--- config.mk ---
export PLATFORM = sky130hd
export DESIGN_NAME = mem_port_arbiter_flat
export DESIGN_NICKNAME = d
export VERILOG_FILES = /design/src/rtl/mem_port_arbiter_if.sv /design/src/rtl/mem_port_arbiter.sv /design/src/flat_wrapper.sv
export SDC_FILE = /design/constraint.sdc
export NUM_CORES = 1
export LEC_CHECK = 0
export BUFFER_PORTS_ARGS = -buffer_cell sky130_fd_sc_hd__buf_4
export CORE_MARGIN = 2
export CORE_UTILIZATION = 42
export DETAILED_ROUTE_END_ITERATION = 8
export MAX_ROUTING_LAYER = met4
export PLACE_DENSITY = 0.83
export SETUP_SLACK_MARGIN = 0.4
export SLEW_MARGIN = 0
export SYNTH_ARGS = -nofsm -noshare
export SYNTH_HDL_FRONTEND = slang
export SYNTH_SLANG_ARGS = --single-unit
--- constraint.sdc ---
create_clock -name clk -period 3.16 [get_ports clk]
set_clock_uncertainty 0.05 [all_clocks]
set_input_delay 0.474 -clock clk [delete_from_list [all_inputs] [get_ports clk]]
set_output_delay 0.474 -clock clk [all_outputs]
set_load 0.05 [all_outputs]
--- src/rtl/mem_port_arbiter_if.sv ---
// Bundle of requester-side and memory-side signals around the memory port arbiter.
// Latency: none, wiring only.
// Backpressure: requests are levels held until ack; the memory side uses enable/done pulses.
interface mem_port_arbiter_if #(
    parameter int NUM_REQ   = 3,
    parameter int WORD_SIZE = 32,
    parameter int ADDR_W    = 16
);
    localparam int IDX_W = (NUM_REQ > 1) ? $clog2(NUM_REQ) : 1;

    // Requester side
    logic [NUM_REQ-1:0]           req_rden;
    logic [NUM_REQ-1:0]           req_wren;
    logic [NUM_REQ*ADDR_W-1:0]    req_addr;
    logic [NUM_REQ*WORD_SIZE-1:0] req_wdata;
    logic [NUM_REQ-1:0]           req_ack;
    logic                         req_err;
    logic [WORD_SIZE-1:0]         rsp_rdata;
    logic [IDX_W-1:0]             grant_id;
    logic                         busy;

    // Read/write FSM side
    logic                         mem_rden;
    logic                         mem_wren;
    logic [ADDR_W-1:0]            mem_addr;
    logic [WORD_SIZE-1:0]         mem_wdata;
    logic                         mem_done;
    logic [WORD_SIZE-1:0]         mem_rdata;

    // The arbiter serves the bundle: it consumes requests and the RW FSM completion.
    modport slave (
        input  req_rden, req_wren, req_addr, req_wdata, mem_done, mem_rdata,
        output req_ack, req_err, rsp_rdata, grant_id, busy,
               mem_rden, mem_wren, mem_addr, mem_wdata
    );

    // The environment (requesters plus RW FSM) drives the bundle.
    modport master (
        output req_rden, req_wren, req_addr, req_wdata, mem_done, mem_rdata,
        input  req_ack, req_err, rsp_rdata, grant_id, busy,
               mem_rden, mem_wren, mem_addr, mem_wdata
    );
endinterface

--- src/rtl/mem_port_arbiter.sv ---
// Round-robin arbiter sharing one memory read/write port among NUM_REQ requesters, with watchdog.
// Latency: request to mem enable 1 cycle, mem_done to ack 1 cycle, 4 cycles minimum request to ack.
// Backpressure: one transaction in flight; losing requesters hold their level requests until acked.
module mem_port_arbiter #(
    parameter int NUM_REQ   = 3,
    parameter int WORD_SIZE = 32,
    parameter int ADDR_W    = 16,
    parameter int TIMEOUT   = 255
) (
    input  logic              clk,
    input  logic              rst,
    mem_port_arbiter_if.slave bus
);
    localparam int IDX_W = (NUM_REQ > 1) ? $clog2(NUM_REQ) : 1;
    // Wide enough to hold TIMEOUT itself, so the count never wraps before the abort.
    localparam int CNT_W = $clog2(TIMEOUT + 1);

    localparam logic [CNT_W-1:0] CNT_LAST = CNT_W'(TIMEOUT - 1);
    localparam logic [IDX_W-1:0] IDX_LAST = IDX_W'(NUM_REQ - 1);

    typedef enum logic [1:0] {
        S_IDLE  = 2'd0,
        S_ISSUE = 2'd1,
        S_WAIT  = 2'd2,
        S_RESP  = 2'd3
    } state_t;

    state_t               state_q,  state_d;
    logic [IDX_W-1:0]     rr_ptr_q, rr_ptr_d;
    logic [IDX_W-1:0]     idx_q,    idx_d;
    logic                 rd_op_q,  rd_op_d;
    logic [ADDR_W-1:0]    addr_q,   addr_d;
    logic [WORD_SIZE-1:0] wdata_q,  wdata_d;
    logic [CNT_W-1:0]     cnt_q,    cnt_d;
    logic [WORD_SIZE-1:0] rdata_q,  rdata_d;
    logic [NUM_REQ-1:0]   ack_q,    ack_d;
    logic                 err_q,    err_d;
    logic                 rden_q,   rden_d;
    logic                 wren_q,   wren_d;
    logic                 busy_q,   busy_d;

    logic [NUM_REQ-1:0]   pending;
    logic                 pick_vld;
    logic [IDX_W-1:0]     pick_idx;

    // Find the first pending requester scanning upward from rr_ptr with wrap.
    always_comb begin
        pending  = bus.req_rden | bus.req_wren;
        pick_vld = 1'b0;
        pick_idx = '0;
        for (int k = 0; k < NUM_REQ; k++) begin
            if (!pick_vld && pending[(int'(rr_ptr_q) + k) % NUM_REQ]) begin
                pick_vld = 1'b1;
                pick_idx = IDX_W'((int'(rr_ptr_q) + k) % NUM_REQ);
            end
        end
    end

    // Next-state and next-output logic; every output is the image of a register.
    always_comb begin
        state_d  = state_q;
        rr_ptr_d = rr_ptr_q;
        idx_d    = idx_q;
        rd_op_d  = rd_op_q;
        addr_d   = addr_q;
        wdata_d  = wdata_q;
        cnt_d    = cnt_q;
        rdata_d  = rdata_q;
        ack_d    = '0;
        err_d    = 1'b0;
        rden_d   = 1'b0;
        wren_d   = 1'b0;

        case (state_q)
            S_IDLE: begin
                if (pick_vld) begin
                    // Latch everything now so later requester changes are ignored.
                    idx_d   = pick_idx;
                    addr_d  = bus.req_addr[pick_idx*ADDR_W +: ADDR_W];
                    wdata_d = bus.req_wdata[pick_idx*WORD_SIZE +: WORD_SIZE];
                    rd_op_d = bus.req_rden[pick_idx];
                    // Read wins when a requester raises both enables.
                    rden_d  = bus.req_rden[pick_idx];
                    wren_d  = !bus.req_rden[pick_idx];
                    state_d = S_ISSUE;
                end
            end
            S_ISSUE: begin
                cnt_d   = '0;
                state_d = S_WAIT;
            end
            S_WAIT: begin
                if (bus.mem_done) begin
                    if (rd_op_q) begin
                        rdata_d = bus.mem_rdata;
                    end
                    ack_d[idx_q] = 1'b1;
                    state_d      = S_RESP;
                end else begin
                    cnt_d = cnt_q + 1'b1;
                    if (cnt_q == CNT_LAST) begin
                        ack_d[idx_q] = 1'b1;
                        err_d        = 1'b1;
                        state_d      = S_RESP;
                    end
                end
            end
            S_RESP: begin
                rr_ptr_d = (idx_q == IDX_LAST) ? '0 : idx_q + 1'b1;
                state_d  = S_IDLE;
            end
            default: begin
                state_d = S_IDLE;
            end
        endcase

        busy_d = (state_d != S_IDLE);
    end

    // State and output registers; reset aborts any transaction without an ack.
    always_ff @(posedge clk or posedge rst) begin
        if (rst) begin
            state_q  <= S_IDLE;
            rr_ptr_q <= '0;
            idx_q    <= '0;
            rd_op_q  <= 1'b0;
            addr_q   <= '0;
            wdata_q  <= '0;
            cnt_q    <= '0;
            rdata_q  <= '0;
            ack_q    <= '0;
            err_q    <= 1'b0;
            rden_q   <= 1'b0;
            wren_q   <= 1'b0;
            busy_q   <= 1'b0;
        end else begin
            state_q  <= state_d;
            rr_ptr_q <= rr_ptr_d;
            idx_q    <= idx_d;
            rd_op_q  <= rd_op_d;
            addr_q   <= addr_d;
            wdata_q  <= wdata_d;
            cnt_q    <= cnt_d;
            rdata_q  <= rdata_d;
            ack_q    <= ack_d;
            err_q    <= err_d;
            rden_q   <= rden_d;
            wren_q   <= wren_d;
            busy_q   <= busy_d;
        end
    end

    assign bus.req_ack   = ack_q;
    assign bus.req_err   = err_q;
    assign bus.rsp_rdata = rdata_q;
    assign bus.grant_id  = idx_q;
    assign bus.busy      = busy_q;
    assign bus.mem_rden  = rden_q;
    assign bus.mem_wren  = wren_q;
    assign bus.mem_addr  = addr_q;
    assign bus.mem_wdata = wdata_q;

endmodule

--- src/flat_wrapper.sv ---
// flat-port wrapper written by rule: the top's interface ports become plain ports
module mem_port_arbiter_flat 
#(
    parameter int NUM_REQ   = 3,
    parameter int WORD_SIZE = 32,
    parameter int ADDR_W    = 16,
    parameter int TIMEOUT   = 255
)
  (clk, rst, bus_req_rden, bus_req_wren, bus_req_addr, bus_req_wdata, bus_mem_done, bus_mem_rdata, bus_req_ack, bus_req_err, bus_rsp_rdata, bus_grant_id, bus_busy, bus_mem_rden, bus_mem_wren, bus_mem_addr, bus_mem_wdata);
  mem_port_arbiter_if #(.NUM_REQ(NUM_REQ), .WORD_SIZE(WORD_SIZE), .ADDR_W(ADDR_W)) bus_i ();
  input  logic clk;
  input  logic rst;
  input wire logic [$bits(bus_i.req_rden)-1:0] bus_req_rden;
  input wire logic [$bits(bus_i.req_wren)-1:0] bus_req_wren;
  input wire logic [$bits(bus_i.req_addr)-1:0] bus_req_addr;
  input wire logic [$bits(bus_i.req_wdata)-1:0] bus_req_wdata;
  input wire logic [$bits(bus_i.mem_done)-1:0] bus_mem_done;
  input wire logic [$bits(bus_i.mem_rdata)-1:0] bus_mem_rdata;
  output wire logic [$bits(bus_i.req_ack)-1:0] bus_req_ack;
  output wire logic [$bits(bus_i.req_err)-1:0] bus_req_err;
  output wire logic [$bits(bus_i.rsp_rdata)-1:0] bus_rsp_rdata;
  output wire logic [$bits(bus_i.grant_id)-1:0] bus_grant_id;
  output wire logic [$bits(bus_i.busy)-1:0] bus_busy;
  output wire logic [$bits(bus_i.mem_rden)-1:0] bus_mem_rden;
  output wire logic [$bits(bus_i.mem_wren)-1:0] bus_mem_wren;
  output wire logic [$bits(bus_i.mem_addr)-1:0] bus_mem_addr;
  output wire logic [$bits(bus_i.mem_wdata)-1:0] bus_mem_wdata;
  assign bus_i.req_rden = bus_req_rden;
  assign bus_i.req_wren = bus_req_wren;
  assign bus_i.req_addr = bus_req_addr;
  assign bus_i.req_wdata = bus_req_wdata;
  assign bus_i.mem_done = bus_mem_done;
  assign bus_i.mem_rdata = bus_mem_rdata;
  assign bus_req_ack = bus_i.req_ack;
  assign bus_req_err = bus_i.req_err;
  assign bus_rsp_rdata = bus_i.rsp_rdata;
  assign bus_grant_id = bus_i.grant_id;
  assign bus_busy = bus_i.busy;
  assign bus_mem_rden = bus_i.mem_rden;
  assign bus_mem_wren = bus_i.mem_wren;
  assign bus_mem_addr = bus_i.mem_addr;
  assign bus_mem_wdata = bus_i.mem_wdata;
  mem_port_arbiter #(.NUM_REQ(NUM_REQ), .WORD_SIZE(WORD_SIZE), .ADDR_W(ADDR_W), .TIMEOUT(TIMEOUT)) u_core (.clk(clk), .rst(rst), .bus(bus_i));
endmodule
==> flow_results.xml, run 1 <==
<?xml version="1.0" encoding="UTF-8"?>
<metrics>
  <group name="yosys">
    <metric name="synth_top_family_by_area" unit="">compound AO/OA/AOI/OAI gates</metric>
    <metric name="synth_simple_gate_area_share" unit="%">9.660</metric>
    <metric name="synth_enable_flop_cells" unit="">0</metric>
    <metric name="synthXorXnorAreaFrac" unit="%">0.3283</metric>
    <metric name="synth_async_sr_flop_share" unit="%">100.0</metric>
    <metric name="synth-seq-area-share" unit="%">47.83</metric>
    <metric name="post_synth_num_cell_types" unit="">53</metric>
    <metric name="cell_area_after_technology_mapping" unit="µm²">5336</metric>
    <metric name="post_synth_inst_count" unit="">481</metric>
    <metric name="mux_contribution_to_synthesized_area" unit="%">16.15</metric>
    <metric name="synth-seq-cells" unit="">102</metric>
    <metric name="synth_nets" unit="">675</metric>
    <metric name="synth_adder_area_share" unit="%">2.110</metric>
    <metric name="syn-mean-instance-area" unit="µm²">11.09</metric>
    <metric name="synthFlopType" unit="">dfrtp_1</metric>
    <metric name="yosysWarningCount" unit="">0</metric>
    <metric name="synth_compound_gate_area_share" unit="%">16.67</metric>
  </group>
  <group name="clocking">
    <metric name="clock_pin_slew_worst_setup_and_hold_paths" unit="ps">80</metric>
    <metric name="clk-insertion-delay-late" unit="ps">350</metric>
    <metric name="root_buffer" unit="">clkbuf_16</metric>
    <metric name="cts_num_sinks" unit="">102</metric>
    <metric name="number_of_buffers_inserted_during_clock_tree_synthesis" unit="">9</metric>
    <metric name="cts_max_level" unit="">3</metric>
    <metric name="number_of_buffers_on_the_longest_clock_path" unit="">2</metric>
    <metric name="ctsHoldBuffers" unit="">0</metric>
    <metric name="tritoncts_clock_tree" unit="">done</metric>
  </group>
  <group name="floorplanning">
    <metric name="die_area" unit="µm²">13620</metric>
    <metric name="die-height" unit="µm">116.7</metric>
    <metric name="num_rows" unit="">41</metric>
    <metric name="initial_utilization" unit="%">42.63</metric>
    <metric name="core_area" unit="µm²">12520</metric>
    <metric name="horizontal_die_dimension" unit="µm">116.7</metric>
    <metric name="num_io_pins" unit="">274</metric>
  </group>
  <group name="finish">
    <metric name="post-route-cell-area" unit="µm²">7905</metric>
    <metric name="finish.net_count" unit="">943</metric>
    <metric name="layout.cells.most_common_list" unit="">buf_4, dfrtp_1, inv_1</metric>
    <metric name="layout_commonest_cell" unit="">buf_4</metric>
    <metric name="nFillCells" unit="">1010</metric>
    <metric name="share_of_cells_above_drive_strength_1" unit="%">48.94</metric>
    <metric name="final_cells" unit="">926</metric>
    <metric name="layout-area-overhead-vs-synth" unit="%">48.14</metric>
    <metric name="n_antenna_cell" unit="">0</metric>
  </group>
  <group name="timing">
    <metric name="max-slew-margin-rel" unit="%">45.10</metric>
    <metric name="tightestPinTransition" unit="ps">821.7</metric>
    <metric name="max_freq" unit="GHz">0.3897</metric>
    <metric name="finalCritPeriodShare" unit="%">81.20</metric>
    <metric name="timing.final.max_slew_violations" unit="">0</metric>
    <metric name="final.setup.tns" unit="ps">0</metric>
    <metric name="setup_ws" unit="ps">594.0</metric>
    <metric name="grt_setup_unrepaired" unit="">no</metric>
    <metric name="final_period_minus_worst_setup_slack" unit="ps">2566</metric>
    <metric name="final_hold_fails" unit="">0</metric>
    <metric name="setup_viol" unit="">0</metric>
    <metric name="final.hold.worst_slack" unit="ps">214.1</metric>
  </group>
  <group name="worst_setup_path">
    <metric name="setup.reg_to_reg.worst_slack" unit="ps">590</metric>
    <metric name="timing.critical_path.arrival" unit="ps">2730</metric>
    <metric name="critical_path_cell_list" unit="">inv_1, ha_2, o21bai_2, o22ai_4, nor2_4, a32oi_4, buf_12, mux2i_1, o221ai_2</metric>
    <metric name="critical-path-max-stage-delay" unit="ps">410</metric>
    <metric name="timing.critical_path.from_type" unit="">flip-flop</metric>
    <metric name="family_with_the_most_delay_on_the_worst_path" unit="">compound AO/OA/AOI/OAI gates</metric>
    <metric name="crit_reg_reg_endpoint" unit="">u_core.bus.mem_addr[13]</metric>
    <metric name="worst_ep_required_time" unit="ps">3330</metric>
    <metric name="critPathBufInv" unit="">2</metric>
    <metric name="r2r-start" unit="">u_core.rr_ptr_q[1]</metric>
    <metric name="highest_net_fanout_along_the_worst_path" unit="">17</metric>
    <metric name="endpoint_kind" unit="">flip-flop</metric>
    <metric name="worst_r2r_path_depth" unit="">9</metric>
    <metric name="worstSetupPathType" unit="">flip-flop to flip-flop</metric>
    <metric name="critPathSlowestCell" unit="">dfrtp_1</metric>
    <metric name="worst_setup_path_startpoint" unit="">u_core.rr_ptr_q[1]</metric>
  </group>
  <group name="place">
    <metric name="detailedPlace.worstSlack" unit="ps">393.7</metric>
    <metric name="dpl.cell_count" unit="">909</metric>
    <metric name="placedInstanceArea" unit="µm²">7566</metric>
    <metric name="dp.final_hpwl" unit="mm">12.14</metric>
    <metric name="io_buffer_count" unit="">273</metric>
    <metric name="gp_congestion" unit="">0.8730</metric>
  </group>
  <group name="route">
    <metric name="routed-via-count" unit="">4818</metric>
    <metric name="drt-initial-drc-count" unit="">378</metric>
    <metric name="drt_first_pass_iters" unit="">4</metric>
    <metric name="routed_wire_length_per_instance" unit="µm">17.67</metric>
    <metric name="total_length_of_routed_wires" unit="mm">16.36</metric>
    <metric name="drt-vias-per-instance" unit="">5.203</metric>
    <metric name="drtAntennaViolNets" unit="">0</metric>
    <metric name="drt_drc_violations_left" unit="">0</metric>
  </group>
  <group name="worst_hold_path">
    <metric name="timing.hold.worst.class" unit="">input port to asynchronous set/reset pin</metric>
  </group>
  <group name="global_routing">
    <metric name="grt_first_pass_wirelength" unit="mm">24.04</metric>
    <metric name="grt_pass1_vias" unit="">4844</metric>
    <metric name="total_overflow_reported_by_the_global_router" unit="">0</metric>
    <metric name="initial_antenna_violation_count" unit="">0</metric>
    <metric name="pin_count_of_the_biggest_net_entering_global_routing" unit="">68</metric>
    <metric name="groute.usage.overall" unit="%">23.60</metric>
  </group>
  <group name="power">
    <metric name="irDropWorstVdd" unit="V">0.0005786</metric>
    <metric name="powerDensity" unit="nW/µm²">1123</metric>
    <metric name="leakage" unit="nW">4.145</metric>
  </group>
  <group name="flow_run">
    <metric name="cap_violations" unit="">0</metric>
  </group>
  <group name="run_status">
    <metric name="status" unit="">complete, no violations</metric>
  </group>
</metrics>
## where the power goes
| group | total (W) | switching (W) | internal (W) |
|---|---|---|---|
| combinational | 0.00552 | 0.00357 | 0.00195 |
| sequential | 0.00226 | 0.000356 | 0.00190 |
| clock | 0.00110 | 0.000534 | 0.000566 |
| total | 0.00888 | 0.00446 | 0.00442 |
## final cells by class
class	instances	area, µm²	area share, %
sequential	102	2552	32.29
inverter	58	221.5	2.802
clock inverter	5	42.54	0.5381
clock buffer	11	242.7	3.071
multi-input combinational	294	2449	30.98
timing repair buffer	284	2182	27.60
tap	172	215.2	2.722
## worst register-to-register path, stage by stage, from the launching register on
cell,delay [ps]
dfrtp_1,410
inv_1,80
ha_2,250
o21bai_2,270
o22ai_4,290
nor2_4,70
a32oi_4,350
buf_12,240
mux2i_1,310
o221ai_2,120
## through the flow
step / util (%) / total power (W)
CTS: 62.74 / 0.008819
detailed placement: 60.45 / 0.007705
global placement: 60.45 / 0.007545
floorplan: - / 0.006099
finish: 63.15 / 0.008876
global route: 63.15 / 0.009322
## metal layers
layer	share of wire (%)	track usage (%)	vias to the layer above
li1	-	-	2240
met1	39	27.62	2303
met2	52	41.27	247
met3	6.9	3.840	28
met4	1.9	8.000	0
met5	0	-	-
## registers in the layout, indices dropped and copies added, names as in the netlist, 2 cells and up
name	flops
u_core.bus.rsp_rdata	32
u_core.bus.mem_wdata	32
u_core.bus.grant_id	2
u_core.cnt_q	8
u_core.bus.mem_addr	16
u_core.state_q	2
u_core.rr_ptr_q	2
u_core.bus.req_ack	3
## logic make-up after synthesis
family                     count (synthesis)
xor gates and xnor gates                   2
AOI/OAI and AO/OA                         93
muxes                                     82
DFF                                      102
buffers and inverters                     85
adders and majority gates                  9
and+or+nand+nor                          108
## worst max path at each step
stage,to,slack (ps),depth (start not counted)
after floorplan,u_core.rd_op_q,870,8
after global placement,u_core.bus.mem_addr[11],570,9
after detailed placement,u_core.bus.mem_addr[5],390,9
after CTS,u_core.bus.mem_addr[5],470,9
after global routing,u_core.bus.mem_addr[0],500,9
final,u_core.bus.mem_addr[13],590,9
## cells in the mapped netlist, types with 2 or more instances
master / n / share of area, %
buf_6: 3 / 0.63
xor2_1: 2 / 0.33
ha_1: 9 / 2.1
clkbuf_1: 8 / 0.56
a21oi_1: 7 / 0.66
inv_1: 58 / 4.1
nor2b_1: 7 / 0.82
or2_1: 2 / 0.23
o221ai_2: 20 / 5.6
mux2_2: 33 / 7.0
o221ai_1: 29 / 4.8
nor3_1: 6 / 0.56
o21bai_1: 2 / 0.28
buf_1: 2 / 0.14
buf_4: 3 / 0.42
buf_8: 2 / 0.56
nand3_1: 7 / 0.66
buf_2: 9 / 0.84
o31ai_1: 2 / 0.28
nor2_1: 13 / 0.91
dfrtp_1: 102 / 48
o21ai_0: 15 / 1.4
mux2i_1: 49 / 9.2
nand2_1: 56 / 3.9
o21ai_1: 3 / 0.28
and2_1: 2 / 0.23
nand2b_1: 4 / 0.47
## repair_timing
| action | 4_1_cts | 5_1_grt |
|---|---|---|
| resized for setup | 1 | 6 |
| setup buffers | 0 | 0 |
| endpoints found under the setup margin | 8 | 27 |
| cloned | 0 | 1 |
No activity file was read; power rests on OpenSTA's default activity.
==> inputs of run 2 (changes only) <==
Clock period 3.16 ns to 2.35 ns, I/O delays scaled along.
==> flow_results.xml, run 2 (synthesis results as in run 1) <==
<?xml version="1.0" encoding="UTF-8"?>
<metrics>
  <group name="route">
    <metric name="drtAntennaViolNets" unit="">0</metric>
    <metric name="drt_drc_violations_left" unit="">0</metric>
    <metric name="total_length_of_routed_wires" unit="mm">19.01</metric>
    <metric name="routed_wire_length_per_instance" unit="µm">19.76</metric>
    <metric name="drt_first_pass_iters" unit="">4</metric>
    <metric name="drt-initial-drc-count" unit="">497</metric>
    <metric name="drt-vias-per-instance" unit="">5.221</metric>
    <metric name="routed-via-count" unit="">5023</metric>
  </group>
  <group name="finish">
    <metric name="layout_commonest_cell" unit="">buf_4</metric>
    <metric name="nFillCells" unit="">943</metric>
    <metric name="final_cells" unit="">962</metric>
    <metric name="finish.net_count" unit="">979</metric>
    <metric name="n_antenna_cell" unit="">0</metric>
    <metric name="post-route-cell-area" unit="µm²">8783</metric>
    <metric name="layout-area-overhead-vs-synth" unit="%">64.60</metric>
    <metric name="layout.cells.most_common_list" unit="">buf_4, dfrtp_1, inv_1</metric>
    <metric name="share_of_cells_above_drive_strength_1" unit="%">57.34</metric>
  </group>
  <group name="global_routing">
    <metric name="grt_first_pass_wirelength" unit="mm">26.90</metric>
    <metric name="total_overflow_reported_by_the_global_router" unit="">0</metric>
    <metric name="groute.usage.overall" unit="%">27.08</metric>
    <metric name="pin_count_of_the_biggest_net_entering_global_routing" unit="">103</metric>
    <metric name="initial_antenna_violation_count" unit="">0</metric>
    <metric name="grt_pass1_vias" unit="">5118</metric>
  </group>
  <group name="timing">
    <metric name="grt_setup_unrepaired" unit="">yes</metric>
    <metric name="tightestPinTransition" unit="ps">558.7</metric>
    <metric name="final.setup.tns" unit="ps">0</metric>
    <metric name="max_freq" unit="GHz">0.4269</metric>
    <metric name="max-slew-margin-rel" unit="%">62.76</metric>
    <metric name="setup_viol" unit="">0</metric>
    <metric name="final_period_minus_worst_setup_slack" unit="ps">2342</metric>
    <metric name="timing.final.max_slew_violations" unit="">0</metric>
    <metric name="finalCritPeriodShare" unit="%">99.68</metric>
    <metric name="setup_ws" unit="ps">7.582</metric>
    <metric name="final_hold_fails" unit="">0</metric>
  </group>
  <group name="worst_setup_path">
    <metric name="worst_ep_required_time" unit="ps">2530</metric>
    <metric name="crit_reg_reg_endpoint" unit="">u_core.rd_op_q</metric>
    <metric name="worst_r2r_path_depth" unit="">8</metric>
    <metric name="critPathSlowestCell" unit="">or3b_4</metric>
    <metric name="endpoint_kind" unit="">flip-flop</metric>
    <metric name="r2r-start" unit="">u_core.rr_ptr_q[0]</metric>
    <metric name="setup.reg_to_reg.worst_slack" unit="ps">8</metric>
    <metric name="worstSetupEndpoint" unit="">u_core.rd_op_q</metric>
    <metric name="timing.critical_path.from_type" unit="">flip-flop</metric>
    <metric name="worst_setup_path_startpoint" unit="">u_core.rr_ptr_q[0]</metric>
    <metric name="critical_path_cell_list" unit="">inv_2, ha_4, buf_4, o32ai_4, or3b_4, a41oi_2, o21ai_2, mux2_2</metric>
    <metric name="worstSetupPathType" unit="">flip-flop to flip-flop</metric>
    <metric name="timing.critical_path.arrival" unit="ps">2520</metric>
    <metric name="critical-path-max-stage-delay" unit="ps">440</metric>
    <metric name="highest_net_fanout_along_the_worst_path" unit="">8</metric>
  </group>
  <group name="clocking">
    <metric name="ctsHoldBuffers" unit="">0</metric>
    <metric name="clock_pin_slew_worst_setup_and_hold_paths" unit="ps">80</metric>
    <metric name="cts_num_sinks" unit="">102</metric>
    <metric name="number_of_buffers_inserted_during_clock_tree_synthesis" unit="">9</metric>
    <metric name="cts_max_level" unit="">3</metric>
    <metric name="number_of_buffers_on_the_longest_clock_path" unit="">2</metric>
    <metric name="root_buffer" unit="">clkbuf_16</metric>
    <metric name="tritoncts_clock_tree" unit="">done</metric>
    <metric name="clk-insertion-delay-late" unit="ps">350</metric>
  </group>
  <group name="place">
    <metric name="gp_congestion" unit="">0.8441</metric>
    <metric name="io_buffer_count" unit="">273</metric>
    <metric name="placedInstanceArea" unit="µm²">7774</metric>
    <metric name="dp.final_hpwl" unit="mm">13.11</metric>
    <metric name="dpl.cell_count" unit="">917</metric>
    <metric name="detailedPlace.worstSlack" unit="ps">-42.74</metric>
  </group>
  <group name="floorplanning">
    <metric name="num_rows" unit="">41</metric>
    <metric name="horizontal_die_dimension" unit="µm">116.7</metric>
    <metric name="core_area" unit="µm²">12520</metric>
    <metric name="initial_utilization" unit="%">42.63</metric>
    <metric name="num_io_pins" unit="">274</metric>
    <metric name="die-height" unit="µm">116.7</metric>
    <metric name="die_area" unit="µm²">13620</metric>
  </group>
  <group name="worst_hold_path">
    <metric name="timing.hold.worst.class" unit="">input port to asynchronous set/reset pin</metric>
  </group>
  <group name="power">
    <metric name="leakage" unit="nW">4.476</metric>
    <metric name="irDropWorstVdd" unit="V">0.0009204</metric>
    <metric name="powerDensity" unit="nW/µm²">1559</metric>
  </group>
  <group name="run_status">
    <metric name="status" unit="">complete, no violations</metric>
  </group>
  <group name="flow_run">
    <metric name="cap_violations" unit="">0</metric>
  </group>
</metrics>
[run 2: cell types whose count changed in the layout (fill, tap and decap cells not counted), sizes merged]
cell,previous run,this run
clkinvlp,4,2
bufinv,0,2
clkbuf,12,15
clkinv,0,2
inv,59,57
buf,283,315
bufbuf,0,1
[run 2: worst max-delay path: cells and delay by family (launching register included)]
kind                       cells  cell delay (ps)
buffers and inverters          2              270
muxes                          1              280
and+or+nand+nor                1              440
AOI/OAI and AO/OA              3              550
adders and majority gates      1              220
DFF                            1              430
[run 2: where the power goes]
| group | internal, W | total (W) | leakage (nW) | switching (W) |
|---|---|---|---|---|
| clock network | 0.000992 | 0.00167 | 0.162 | 0.000679 |
| logic | 0.00362 | 0.00894 | 3.05 | 0.00533 |
| registers | 0.00256 | 0.00308 | 1.27 | 0.000513 |
| total | 0.00717 | 0.0137 | 4.48 | 0.00652 |
[run 2: how the worst min path moves through the flow]
stage                               start                        to  slack (ps)  cells after the start
after floorplan           u_core.cnt_q[5]           u_core.cnt_q[5]         390                      1
after global placement    u_core.cnt_q[5]           u_core.cnt_q[5]         410                      1
after detailed placement  u_core.cnt_q[5]           u_core.cnt_q[5]         420                      1
after CTS                             rst  u_core.bus.rsp_rdata[30]         140                      3
after global routing                  rst   u_core.bus.rsp_rdata[6]         120                      3
final                                 rst  u_core.bus.rsp_rdata[30]         110                      3
[run 2: final cells by class]
| class | instances | area [µm²] | share of cell area (%) |
|---|---|---|---|
| sequential | 102 | 2552 | 29.06 |
| multi-input combinational | 294 | 2739 | 31.18 |
| inverter | 58 | 221.5 | 2.521 |
| timing repair buffer | 320 | 2721 | 30.98 |
| clock buffer | 11 | 252.7 | 2.877 |
| tap | 172 | 215.2 | 2.450 |
| clock inverter | 5 | 81.33 | 0.9259 |
[run 2: per-stage QoR]
stage	utilization (%)	power (W)	hold WS, ps
global route	70.17	0.01431	122.4
finish	70.17	0.01369	109.4
global placement	62.11	0.01048	408.8
CTS	68.01	0.01317	139.1
floorplan	-	0.008343	388.3
detailed placement	62.11	0.01072	417.3
[run 2: metal layers]
| metal | part of all wire, % | up-vias | GRT usage (%) | routed length (µm) |
|---|---|---|---|---|
| met2 | 54 | 214 | 47.05 | 10350 |
| met5 | 0 | - | - | 0 |
| li1 | - | 2314 | - | - |
| met4 | 1.8 | 0 | 9.255 | 347 |
| met3 | 5.9 | 27 | 6.072 | 1123 |
| met1 | 38 | 2468 | 30.83 | 7190 |
[run 2: timing repair]
item,in CTS,in global routing
setup buffers,17,3
gates cloned,5,4
gates resized for setup,28,38
pin swaps,5,9
setup endpoints to repair,55,56
